==> config.mk <==
export PLATFORM = sky130hd
export DESIGN_NAME = fail_log_uart_dump
export DESIGN_NICKNAME = d
export VERILOG_FILES = /design/src/rtl/sdram_test_pkg.sv /design/src/rtl/uart_tx_8n1.sv /design/src/rtl/fail_log_uart_dump.sv
export SDC_FILE = /design/constraint.sdc
export NUM_CORES = 1
export LEC_CHECK = 0
export CAP_MARGIN = 0
export CORE_ASPECT_RATIO = 0.9
export CORE_MARGIN = 2
export CORE_UTILIZATION = 33
export CTS_BUF_LIST = sky130_fd_sc_hd__clkbuf_4
export CTS_CLUSTER_DIAMETER = 50
export DETAILED_ROUTE_END_ITERATION = 10
export MAX_ROUTING_LAYER = met4
export PLACE_DENSITY = 0.54
export SETUP_SLACK_MARGIN = 0.02
export SLEW_MARGIN = 10
export SYNTH_ARGS = -nofsm -noshare
export SYNTH_HDL_FRONTEND = slang
export SYNTH_SLANG_ARGS = --single-unit
==> constraint.sdc <==
create_clock -name CLOCK_50 -period 3.6 [get_ports CLOCK_50]
set_input_delay 1.08 -clock CLOCK_50 [delete_from_list [all_inputs] [get_ports CLOCK_50]]
set_output_delay 1.08 -clock CLOCK_50 [all_outputs]
set_load 0.02 [all_outputs]
==> src/rtl/sdram_test_pkg.sv <==
// Shared constants and helpers for the SDRAM retention tester:
// ASCII codes for the dump lines, fail-log entry layout, baud divider math.
package sdram_test_pkg;

    localparam logic [7:0] CR    = 8'h0D;
    localparam logic [7:0] LF    = 8'h0A;
    localparam logic [7:0] TAG_F = 8'h46;  // 'F' : fail entry
    localparam logic [7:0] TAG_T = 8'h54;  // 'T' : trial marker
    localparam logic [7:0] TAG_D = 8'h44;  // 'D' : anything else

    localparam int         FAIL_BIT    = 15;
    localparam logic [7:0] MARKER_BYTE = 8'hFF;
    localparam int         LINE_LEN    = 7;  // tag + 4 hex + CR + LF

    typedef logic [7:0] char_t;

    // Upper-case ASCII hex digit for one nibble.
    function automatic char_t hex2ascii(input logic [3:0] nib);
        return (nib < 4'd10) ? (8'h30 + {4'h0, nib}) : (8'h37 + {4'h0, nib});
    endfunction

    // Clocks per UART bit, rounded to nearest.
    function automatic int baud_div(input int clk_hz, input int baud);
        return (clk_hz + baud / 2) / baud;
    endfunction

endpackage

==> src/rtl/uart_tx_8n1.sv <==
// UART 8N1 transmitter. Each bit is held exactly DIV clocks. tx_done fires
// during the last clock of the stop bit, and a tx_start in that same cycle
// is accepted so consecutive frames run back-to-back with no idle gap.
module uart_tx_8n1 #(
    parameter int DIV = 434
) (
    input  logic       clk,
    input  logic       rst_n,
    input  logic       tx_start,
    input  logic [7:0] tx_data,
    output logic       tx_busy,
    output logic       tx_done,
    output logic       txd
);

    localparam int CNT_W = $clog2(DIV + 1);

    logic [CNT_W-1:0] div_cnt_reg;
    logic [3:0]       bit_cnt_reg;   // 0 = start, 1..8 = data, 9 = stop
    logic [8:0]       shift_reg;     // remaining data bits with stop bit on top
    logic             busy_reg;
    logic             txd_reg;
    logic             bit_end;

    assign bit_end = (div_cnt_reg == CNT_W'(DIV - 1));
    assign tx_done = busy_reg && bit_end && (bit_cnt_reg == 4'd9);
    assign tx_busy = busy_reg && !tx_done;
    assign txd     = txd_reg;

    // Frame sequencer: load on start, shift one bit every DIV clocks, line idles high.
    always_ff @(posedge clk or negedge rst_n) begin
        if (!rst_n) begin
            div_cnt_reg <= '0;
            bit_cnt_reg <= '0;
            shift_reg   <= '1;
            busy_reg    <= 1'b0;
            txd_reg     <= 1'b1;
        end else if (tx_start && !tx_busy) begin
            busy_reg    <= 1'b1;
            txd_reg     <= 1'b0;
            shift_reg   <= {1'b1, tx_data};
            bit_cnt_reg <= '0;
            div_cnt_reg <= '0;
        end else if (busy_reg) begin
            if (bit_end) begin
                div_cnt_reg <= '0;
                if (bit_cnt_reg == 4'd9) begin
                    busy_reg <= 1'b0;
                end else begin
                    txd_reg     <= shift_reg[0];
                    shift_reg   <= {1'b1, shift_reg[8:1]};
                    bit_cnt_reg <= bit_cnt_reg + 4'd1;
                end
            end else begin
                div_cnt_reg <= div_cnt_reg + CNT_W'(1);
            end
        end
    end

endmodule

==> src/rtl/fail_log_uart_dump.sv <==
// Fail-log dumper: walks the fail-log RAM from BASE_ADDR for log_len entries
// and sends each as "<tag><4 hex>\r\n" over UART. Bytes within a line are
// chained on tx_done so the serial stream has no gaps inside a line.
module fail_log_uart_dump
    import sdram_test_pkg::*;
#(
    parameter int CLK_HZ    = 50_000_000,
    parameter int BAUD      = 115200,
    parameter int ADDR_W    = 14,
    parameter int DATA_W    = 16,
    parameter int BASE_ADDR = 1,
    parameter int RD_LAT    = 1
) (
    input  logic              CLOCK_50,
    input  logic              RESET_n,
    input  logic              start,
    input  logic              abort,
    input  logic [ADDR_W-1:0] log_len,
    output logic [ADDR_W-1:0] ram_addr,
    output logic              ram_rden,
    input  logic [DATA_W-1:0] ram_q,
    output logic              uart_txd,
    output logic              busy,
    output logic              done,
    output logic [ADDR_W-1:0] words_sent
);

    localparam int DIV   = baud_div(CLK_HZ, BAUD);
    localparam int LAT_W = $clog2(RD_LAT + 1);

    localparam logic [2:0] S_IDLE   = 3'd0;
    localparam logic [2:0] S_RD_REQ = 3'd1;
    localparam logic [2:0] S_RD_WAIT= 3'd2;
    localparam logic [2:0] S_FMT    = 3'd3;
    localparam logic [2:0] S_SEND   = 3'd4;
    localparam logic [2:0] S_TXWAIT = 3'd5;
    localparam logic [2:0] S_NEXT   = 3'd6;
    localparam logic [2:0] S_FIN    = 3'd7;

    logic [2:0]        state_reg;
    logic [ADDR_W-1:0] len_reg;
    logic [ADDR_W-1:0] ptr_reg;
    logic [ADDR_W-1:0] words_reg;
    logic [LAT_W-1:0]  lat_cnt_reg;
    logic [DATA_W-1:0] word_reg;
    logic [7:0][7:0]   line_reg;     // element 7 is padding
    logic [2:0]        idx_reg;      // byte of the line currently on the wire
    logic              abort_pend_reg;

    logic              abort_seen;
    logic              tx_start;
    logic              tx_chain;
    logic [2:0]        tx_sel;
    logic [7:0]        tx_data;
    logic              tx_busy;
    logic              tx_done;
    char_t             tag_char;
    char_t             hex_char [4];

    assign abort_seen = abort_pend_reg || abort;
    assign ram_addr   = ptr_reg;
    assign ram_rden   = (state_reg == S_RD_REQ);
    assign busy       = (state_reg != S_IDLE) && (state_reg != S_FIN);
    assign done       = (state_reg == S_FIN);
    assign words_sent = words_reg;

    // Hand the next byte of the line to the UART in the same cycle the current one ends.
    assign tx_chain = (state_reg == S_TXWAIT) && tx_done &&
                      (idx_reg != 3'(LINE_LEN - 1)) && !abort_seen;
    assign tx_start = ((state_reg == S_SEND) && !tx_busy && !abort_seen) || tx_chain;
    assign tx_sel   = tx_chain ? (idx_reg + 3'd1) : idx_reg;
    assign tx_data  = line_reg[tx_sel];

    generate
        for (genvar gi = 0; gi < 4; gi++) begin : g_hex
            assign hex_char[gi] = hex2ascii(word_reg[15 - 4*gi -: 4]);
        end
    endgenerate

    // Entry classification: fail bit first, then trial marker, else plain data.
    always_comb begin
        tag_char = TAG_D;
        if (word_reg[FAIL_BIT])
            tag_char = TAG_F;
        else if (word_reg[7:0] == MARKER_BYTE)
            tag_char = TAG_T;
    end

    // Abort is remembered while busy so it acts at the next byte boundary.
    always_ff @(posedge CLOCK_50 or negedge RESET_n) begin
        if (!RESET_n)
            abort_pend_reg <= 1'b0;
        else if (state_reg == S_IDLE)
            abort_pend_reg <= 1'b0;
        else if (abort)
            abort_pend_reg <= 1'b1;
    end

    // Dump sequencer: read entry, format line, transmit 7 bytes, advance pointer.
    always_ff @(posedge CLOCK_50 or negedge RESET_n) begin
        if (!RESET_n) begin
            state_reg   <= S_IDLE;
            len_reg     <= '0;
            ptr_reg     <= '0;
            words_reg   <= '0;
            lat_cnt_reg <= '0;
            word_reg    <= '0;
            line_reg    <= '0;
            idx_reg     <= '0;
        end else begin
            case (state_reg)
                S_IDLE: begin
                    if (start) begin
                        len_reg   <= log_len;
                        ptr_reg   <= ADDR_W'(BASE_ADDR);
                        words_reg <= '0;
                        state_reg <= (log_len == '0) ? S_FIN : S_RD_REQ;
                    end
                end
                S_RD_REQ: begin
                    lat_cnt_reg <= '0;
                    state_reg   <= abort_seen ? S_IDLE : S_RD_WAIT;
                end
                S_RD_WAIT: begin
                    if (abort_seen) begin
                        state_reg <= S_IDLE;
                    end else if (lat_cnt_reg == LAT_W'(RD_LAT - 1)) begin
                        word_reg  <= ram_q;
                        state_reg <= S_FMT;
                    end else begin
                        lat_cnt_reg <= lat_cnt_reg + LAT_W'(1);
                    end
                end
                S_FMT: begin
                    line_reg  <= {8'h00, LF, CR, hex_char[3], hex_char[2],
                                  hex_char[1], hex_char[0], tag_char};
                    idx_reg   <= '0;
                    state_reg <= abort_seen ? S_IDLE : S_SEND;
                end
                S_SEND: begin
                    if (abort_seen)
                        state_reg <= S_IDLE;
                    else if (!tx_busy)
                        state_reg <= S_TXWAIT;
                end
                S_TXWAIT: begin
                    if (tx_done) begin
                        if (idx_reg == 3'(LINE_LEN - 1))
                            state_reg <= S_NEXT;
                        else if (abort_seen)
                            state_reg <= S_IDLE;
                        else
                            idx_reg <= idx_reg + 3'd1;
                    end
                end
                S_NEXT: begin
                    words_reg <= words_reg + ADDR_W'(1);
                    ptr_reg   <= ptr_reg + ADDR_W'(1);
                    len_reg   <= len_reg - ADDR_W'(1);
                    if (len_reg == ADDR_W'(1))
                        state_reg <= S_FIN;
                    else if (abort_seen)
                        state_reg <= S_IDLE;
                    else
                        state_reg <= S_RD_REQ;
                end
                S_FIN: begin
                    state_reg <= S_IDLE;
                end
                default: begin
                    state_reg <= S_IDLE;
                end
            endcase
        end
    end

    uart_tx_8n1 #(
        .DIV (DIV)
    ) u_tx (
        .clk      (CLOCK_50),
        .rst_n    (RESET_n),
        .tx_start (tx_start),
        .tx_data  (tx_data),
        .tx_busy  (tx_busy),
        .tx_done  (tx_done),
        .txd      (uart_txd)
    );

endmodule

; ---- After elaboration in Yosys (flattened, before gate mapping)
; Index checks and enable logic that the tools add are counted.
[totals]
elab_cells = 152
in_bits = 34
register_bits = 132
output_inout_bits = 32
[op_classes]
eq_ne = 23
mux = 57
order_cmp = 5
addsub = 15
reduce_logical = 30
bitwise_logic = 2
[ops]
columns = cell, n
row1 = case mux 14 bit (2 select lines), 3
row2 = two-way mux 9 bit, 7
row3 = "adder 6 x 4 -> 7 bit, first input constant", 8
row4 = two-way mux 3 bit, 15
row5 = two-way mux 14 bit, 3
row6 = "adder 14 x 1 -> 14 bit, second input constant", 2
row7 = two-way mux 7 bit, 4
row8 = binary-select mux 8 bit (select 3 bit), 1
row9 = case mux 3 bit (8 select lines), 1
row10 = "< comparator 4 bit, second input constant", 4
row11 = two-way mux 4 bit, 4
row12 = "equality test 3 bit, second input constant", 5
row13 = "equality test 14 x 1 -> 1 bit, second input constant", 1
row14 = zero test 14 bit, 1
row15 = "subtractor 14 x 1 -> 14 bit, second input constant", 1
row16 = two-way mux 1 bit, 13
row17 = "inequality test 3 bit, second input constant", 4
row18 = nonzero test 2 bit, 6
row19 = logical AND 1 bit, 10
row20 = two-way mux 5 bit, 2
row21 = "inequality test 2 bit, second input constant", 5
row22 = "adder 9 x 1 -> 9 bit, second input constant", 1
row23 = "equality test 9 bit, second input constant", 1
row24 = "equality test 8 bit, second input constant", 1
row25 = 22 further kinds, 29

; ---- Logic depth before layout (Yosys ltp)
; Gate-level depths: netlist of the first run.
[logic_depth]
word_depth = 12
ltp_mapped = 10

; ---- Cells and area by module
; Synthesis of the first run repeated with hierarchy kept, for this count alone.
[hier_totals]
cells_unflattened = 711
area_unflattened_um2 = 6640.1
[by_module_without_submodules]
columns = module, seq_area_each_um2, area_each_um2, n_inst, cells_each
row1 = fail_log_uart_dump, 2402.3, 5326.4, 1, 568
row2 = uart_tx_8n1, 586.8, 1313.8, 1, 143

; ---- Least setup slack after synthesis of the first run
; Ideal clock, no wire load.
[synth_timing]
path_kind = input to register
startpoint = input port abort
endpoint = register u_tx.shift_reg[3]
stages = 7
setup_slack_ns = 0.944
arrival_ns = 2.555
cell_sequence = nor3b_4 and3_1 buf_4 a21oi_2 a311o_1 a2111oi_1 a311oi_1
[synth_between]
elab_chain_cells = 7
word_cells_on_any_way = 14
cone_classes = eq/ne: 1 / mux: 4 / reduce/logical: 9
[synth_rtl]
columns = item, line_no
row1 = from (decl), fail_log_uart_dump.sv:17  ; input logic abort,
row2 = logical OR 1 bit *, fail_log_uart_dump.sv:60  ; assign abort_seen = abort_pend_reg || abort;
row3 = zero test 1 bit *, "fail_log_uart_dump.sv:69, fail_log_uart_dump.sv:70"
row4 = logical AND 1 bit (on tied branches), "fail_log_uart_dump.sv:69, fail_log_uart_dump.sv:70"
row5 = two-way mux 3 bit or logical OR 1 bit (tied branches), "fail_log_uart_dump.sv:71, fail_log_uart_dump.sv:70"
row6 = binary-select mux 8 bit (select 3 bit) or logical AND 1 bit (tied branches), "fail_log_uart_dump.sv:72, uart_tx_8n1.sv:38"
row7 = "two-way mux 8 bit (not written as such), or another cell as far along", fail_log_uart_dump.sv:72  ; assign tx_data = line_reg[tx_sel];
row8 = two-way mux 9 bit or AND reduction 3 bit (tied branches), -
row9 = to (signal assigned), uart_tx_8n1.sv:41  ; shift_reg <= {1'b1, tx_data};
row10 = to (signal assigned), uart_tx_8n1.sv:51  ; shift_reg <= {1'b1, shift_reg[8:1]};
row11 = to (decl), uart_tx_8n1.sv:20  ; logic [8:0] shift_reg;
; Every way passes the cells marked *; elsewhere a longest branch is shown, timed or not. The select of a mux whose other input is x is not followed.
; A chain may end at the register's enable or synchronous reset.

; ---- Worst setup path in the final report of the first run
[layout_timing]
startpoint = register state_reg[0]
endpoint = output port ram_rden
[layout_between]
elab_chain_cells = 1
[layout_rtl]
columns = item, line_no
row1 = from (decl), fail_log_uart_dump.sv:40  ; logic [2:0] state_reg;
row2 = from (signal assigned), fail_log_uart_dump.sv:117  ; state_reg <= (log_len == '0) ? S_FIN : S_RD_REQ;
row3 = from (signal assigned), fail_log_uart_dump.sv:122  ; state_reg <= abort_seen ? S_IDLE : S_RD_WAIT;
row4 = from (signal assigned), fail_log_uart_dump.sv:138  ; state_reg <= abort_seen ? S_IDLE : S_SEND;
row5 = equality test 3 x 1 -> 1 bit, fail_log_uart_dump.sv:62  ; assign ram_rden = (state_reg == S_RD_REQ);
row6 = to (decl), fail_log_uart_dump.sv:20  ; output logic ram_rden,
; Every way passes these cells.

==> results.sh, run 1 <==
export IMPL_fin_skew_ns=0.02538
export IMPL_fin_total_pwr_mw=4.510
export IMPL_instances_no_fill=1038
export IMPL_cp_endpoint="ram_rden"
export IMPL_drive_gt1_share_pct=13.30
export IMPL_slew_viol_final=0
export IMPL_rows=49
export IMPL_initial_core_util_pct=33.28
export IMPL_post_cts_resized=0
export IMPL_yosysWarnings=0
export IMPL_drtPass1Iterations=5
export IMPL_ctsLongestPathBuffers=2
export IMPL_ff_latch_area_um2=2989
export IMPL_ys_ff_latch=119
export IMPL_synth_edf_count=0
export IMPL_holdWs_ns=0.4862
export IMPL_place_inst=1005
export IMPL_cp_arrival_ns=2.14
export IMPL_num_io_pins=66
export IMPL_crit_slowest_cell="clkdlybuf4s50_1"
export IMPL_r2r_start="u_tx.div_cnt_reg[1]"
export IMPL_ir_drop_uv=292.8
export IMPL_leakagePower_nw=3.389
export IMPL_cts_sinks=119
export IMPL_pre_cts_slack_ns=0.3331
export IMPL_place_congestion=0.9117
export IMPL_avgSynthCellArea_um2=9.470
export IMPL_routed_wirelength_um=17020
export IMPL_cts_root_buf="clkbuf_4"
export IMPL_grtUsageTotal_pct=17.12
export IMPL_largest_register_ffs=31
export IMPL_synth_ff_type="dfrtp_1"
export IMPL_post_route_util_pct=39.82
export IMPL_antenna_found_initial=1
export IMPL_min_period_ns=3.216
export IMPL_worstSetupStartpoint="state_reg[0]"
export IMPL_wl_per_cell_um=16.40
export IMPL_cts_tree="yes"
export IMPL_path_delay_family="buffers and inverters"
export IMPL_fmax_ghz=0.3109
export IMPL_grt_max_degree=47
export IMPL_clk_latency_ns=0.55
export IMPL_nets=819
export IMPL_worst_pin_slew_ns=0.6553
export IMPL_port_buffer_count=65
export IMPL_cts_setup_buffers=0
export IMPL_startpoint_type="flip-flop"
export IMPL_hold_violations=0
export IMPL_yosysSeqAreaShare_pct=45.35
export IMPL_path_clk_slew_ns=0.14
export IMPL_core_um2=19800
export IMPL_reg2reg_slack_ns=0.87
export IMPL_multi_input_area_um2=3374
export IMPL_dp_hpwl_um=12270
export IMPL_netlist_area_um2=6591
export IMPL_cts_max_level=4
export IMPL_relSlewSlack_pct=56.08
export IMPL_synthToLayoutAreaGrowth_pct=19.63
export IMPL_route_detailed_drc=0
export IMPL_tns_ns=0
export IMPL_slowest_delay_ns=0.65
export IMPL_cpMostUsedCell="nor2b_1"
export IMPL_crit_buf_inv=1
export IMPL_fillers=1932
export IMPL_final_antenna_net_count=0
export IMPL_postPlaceCellArea_um2=7576
export IMPL_endpoint_kind="primary output"
export IMPL_worstPathMaxFanout=10
export IMPL_cts_hold_buf=0
export IMPL_cp_data_required_time_ns=2.52
export IMPL_outcome="complete, no violations"
export IMPL_rsz0062_at_grt="false"
export IMPL_setup_violations=0
export IMPL_final_common_cell="nand2_1"
export IMPL_die_area_um2=21120
export IMPL_critical_path_cell_chain="nor2b_1 -> nor2b_1 -> clkdlybuf4s50_1"
export IMPL_worst_path_stages=3
export IMPL_critical_path_class="flip-flop to primary output"
export IMPL_grt_overflow=0
export IMPL_die_h_um=138.1
export IMPL_die_x_um=153.0
export IMPL_setup_ws_ns=0.3835
export IMPL_vias=5582
export IMPL_rr_worst_depth=8
export IMPL_layout_common_cells="112 x nand2_1, 110 x dfrtp_1, 64 x clkdlybuf4s50_1, 54 x o21ai_0, 48 x nor2_1"
export IMPL_grt_pass1_wl_um=28490
export IMPL_drt_initial_drc_count=388
export IMPL_min_path_type="flip-flop to flip-flop"
export IMPL_grt_pass1_vias=5601
export IMPL_syn_inst=696
export IMPL_ys_async_sr_fraction_pct=100.0
export IMPL_cts_buffers_inserted=17
export IMPL_ys_types=84
export IMPL_synth_fp_nets=746
export IMPL_vias_per_cell=5.378
export IMPL_period_share_pct=89.35
export IMPL_timing_max_cap_violations=0
export IMPL_r2r_end="u_tx.shift_reg[3]"
export IMPL_fin_area_um2=7885
export IMPL_powerDensity_nw_per_um2=571.9
## worst reg2reg max path: cells and delay by family, from the launching register on
kind | cells | cell delay, ns
compound gates | 2 | 0.48
buf+inv | 1 | 0.09
simple gates | 3 | 1.04
mux | 1 | 0.38
flops | 1 | 0.44
fa+ha+maj | 1 | 0.21
## worst min-delay path by stage
stage	endpoint	slack, ns	cells after the start	from
finish	ram_addr[13]	0.49	1	ram_addr[13]
detailed placement	ram_addr[13]	0.47	1	ram_addr[13]
global route	len_reg[8]	0.52	1	RESET_n
floorplan	line_reg[21]	0.44	2	line_reg[21]
CTS	ram_addr[13]	0.49	1	ram_addr[13]
global placement	ram_addr[13]	0.46	1	ram_addr[13]
## final cells by class
cell class / instances / share of cell area (%)
inverter: 24 / 1.142
clock buffer: 17 / 1.619
timing repair buffer: 84 / 10.19
tap: 255 / 4.046
multi-input combinational: 523 / 42.80
antenna: 1 / 0.03174
sequential: 119 / 37.91
clock inverter: 15 / 2.269
## synthesized netlist by cell type, types with 3 or more instances
library cell / count / area, um2
mux2_2: 20 / 225.2
a31oi_1: 10 / 62.56
nor2_1: 48 / 180.2
ha_1: 16 / 200.2
o31ai_1: 4 / 30.03
a41oi_1: 3 / 26.28
buf_4: 3 / 22.52
nand3_1: 34 / 170.2
buf_2: 4 / 20.02
a2111oi_0: 4 / 35.03
o21bai_1: 4 / 30.03
and4_1: 3 / 26.28
o21a_1: 9 / 67.56
nor3_1: 13 / 65.06
o41ai_1: 5 / 43.79
and3_1: 12 / 75.07
a21oi_1: 20 / 100.1
o21ai_0: 54 / 270.3
dfstp_2: 9 / 236.5
a211oi_1: 5 / 37.54
a221o_1: 6 / 60.06
a21o_1: 6 / 45.04
o22ai_1: 3 / 18.77
nand4_1: 11 / 68.82
o311ai_0: 3 / 26.28
inv_1: 23 / 86.33
o211ai_1: 13 / 97.59
nor3b_1: 5 / 37.54
xor2_1: 7 / 61.31
nor4_1: 4 / 25.02
mux2i_1: 13 / 130.1
clkbuf_1: 19 / 71.32
nor2b_1: 8 / 50.05
or3_1: 8 / 50.05
and2_1: 6 / 37.54
nand2_1: 112 / 420.4
dfrtp_1: 110 / 2753
xnor2_1: 5 / 43.79
## routing by layer
metal | vias to the layer above | track usage [%] | part of all wire [%]
met2 | 147 | 25.40 | 45
met1 | 2713 | 23.20 | 49
met5 | - | - | 0
li1 | 2704 | - | -
met3 | 18 | 3.793 | 4.4
met4 | 0 | 5.945 | 1.7
## power breakdown
part | internal, mW | switching [mW]
Combinational | 0.628 | 0.759
Sequential | 1.68 | 0.398
Clock | 0.441 | 0.599
Total | 2.75 | 1.76
## kinds of logic after synthesis
family,after synthesis,synth area share [%]
simple gates,284,22.08
compound gates,178,19.10
flops,119,45.35
buf+inv,54,3.455
mux,33,5.391
fa+ha+maj,16,3.037
xor+xnor,12,1.595
No activity file was read; power rests on OpenSTA's default activity.
==> inputs of run 2 (changes only) <==
- DONT_BUFFER_PORTS: default -> 1
- PLACE_DENSITY: 0.54 -> 0.5
==> results.sh, run 2 (same netlist as run 1, synthesis figures left out) <==
export IMPL_grt_overflow=0
export IMPL_drtPass1Iterations=5
export IMPL_post_cts_resized=0
export IMPL_cts_root_buf="clkbuf_4"
export IMPL_cp_data_required_time_ns=2.52
export IMPL_powerDensity_nw_per_um2=610.2
export IMPL_endpoint_kind="primary output"
export IMPL_ir_drop_uv=321.0
export IMPL_drive_gt1_share_pct=13.03
export IMPL_cts_setup_buffers=0
export IMPL_hold_violations=0
export IMPL_vias_per_cell=5.477
export IMPL_cts_buffers_inserted=17
export IMPL_setup_violations=0
export IMPL_dp_hpwl_um=11920
export IMPL_startpoint_type="flip-flop"
export IMPL_place_congestion=0.8590
export IMPL_outcome="complete, no violations"
export IMPL_cts_hold_buf=0
export IMPL_cts_tree="yes"
export IMPL_fmax_ghz=0.3160
export IMPL_layout_common_cells="112 x nand2_1, 110 x dfrtp_1, 54 x o21ai_0, 48 x nor2_1, 34 x nand3_1"
export IMPL_num_io_pins=66
export IMPL_path_delay_family="simple AND/OR/NAND/NOR gates"
export IMPL_cts_max_level=4
export IMPL_cts_sinks=119
export IMPL_post_route_util_pct=36.08
export IMPL_critical_path_cell_chain="nor3_1 -> nor2_1"
export IMPL_tns_ns=0
export IMPL_rows=49
export IMPL_pre_cts_slack_ns=0.6091
export IMPL_rsz0062_at_grt="false"
export IMPL_vias=5269
export IMPL_fin_skew_ns=0.02051
export IMPL_grtUsageTotal_pct=16.58
export IMPL_grt_pass1_wl_um=27560
export IMPL_ctsLongestPathBuffers=2
export IMPL_largest_register_ffs=31
export IMPL_die_area_um2=21120
export IMPL_instances_no_fill=962
export IMPL_final_common_cell="nand2_1"
export IMPL_core_um2=19800
export IMPL_worst_pin_slew_ns=0.8644
export IMPL_initial_core_util_pct=33.28
export IMPL_clk_latency_ns=0.55
export IMPL_fin_total_pwr_mw=4.359
export IMPL_drt_initial_drc_count=429
export IMPL_worstPathMaxFanout=13
export IMPL_period_share_pct=87.92
export IMPL_nets=744
export IMPL_die_h_um=138.1
export IMPL_critical_path_class="flip-flop to primary output"
export IMPL_place_inst=930
export IMPL_final_antenna_net_count=0
export IMPL_slew_viol_final=0
export IMPL_wl_per_cell_um=17.33
export IMPL_crit_buf_inv=0
export IMPL_synthToLayoutAreaGrowth_pct=8.390
export IMPL_route_detailed_drc=0
export IMPL_path_clk_slew_ns=0.12
export IMPL_min_period_ns=3.165
export IMPL_relSlewSlack_pct=41.93
export IMPL_grt_pass1_vias=5153
export IMPL_timing_max_cap_violations=0
export IMPL_antenna_found_initial=1
export IMPL_min_path_type="primary input to asynchronous set/reset pin"
export IMPL_slowest_delay_ns=0.72
export IMPL_routed_wirelength_um=16680
export IMPL_port_buffer_count=0
export IMPL_grt_max_degree=120
export IMPL_crit_slowest_cell="nor3_1"
export IMPL_cp_arrival_ns=2.09
export IMPL_leakagePower_nw=3.094
export IMPL_die_x_um=153.0
export IMPL_setup_ws_ns=0.4350
run 2: cell count changes in the layout (fill, tap and decap cells not counted):
cell,change
inv_8,-3
bufinv_16,+1
clkinv_2,+3
clkdlybuf4s50_1,-64
clkinv_4,+3
buf_4,-10
inv_6,-4
clkinvlp_4,-1
buf_12,-1
run 2: path summary, 6_finish.rpt:
check / startpoint / endpoint / slack (ns) / cells past startpoint
min in group CLOCK_50: u_tx.shift_reg[0] / u_tx.txd / 0.49 / 2
max in group asynchronous: RESET_n / u_tx.shift_reg[3] / 3.08 / 0
hold / removal: RESET_n / ram_addr[10] / 0.22 / 0
setup reg to reg: u_tx.div_cnt_reg[1] / u_tx.shift_reg[3] / 0.97 / 8
setup / recovery: state_reg[2] / busy / 0.43 / 2
hold reg to reg: u_tx.shift_reg[0] / u_tx.txd / 0.49 / 2
run 2: area by class of cell:
class | count | area (um2)
Fill cell | 2008 | 12660
Clock inverter | 14 | 173.9
Multi-Input combinational cell | 523 | 3374
Antenna cell | 1 | 2.502
Sequential cell | 119 | 2989
Inverter | 24 | 90.09
Timing Repair Buffer | 9 | 67.56
Clock buffer | 17 | 127.6
Tap cell | 255 | 319.1
run 2: power breakdown:
part | internal, mW | switching [mW] | total [mW]
logic | 0.509 | 0.677 | 1.19
clock network | 0.484 | 0.562 | 1.05
registers | 1.68 | 0.444 | 2.13
total | 2.68 | 1.68 | 4.36
run 2: through the flow:
stage | area [um2] | hold WS (ns)
after floorplan | 6591 | 0.4376
after global placement | 6840 | 0.4746
after detailed placement | 6840 | 0.4753
after CTS | 7142 | 0.1704
after global routing | 7144 | 0.1466
final | 7144 | 0.2167
run 2: metal layers:
layer,GRT usage (%),routed length [um],vias up
li1,-,-,2543
met1,23.68,8376,2572
met2,23.18,7135,138
met3,4.483,948,16
met4,4.483,216,0
met5,-,0,-
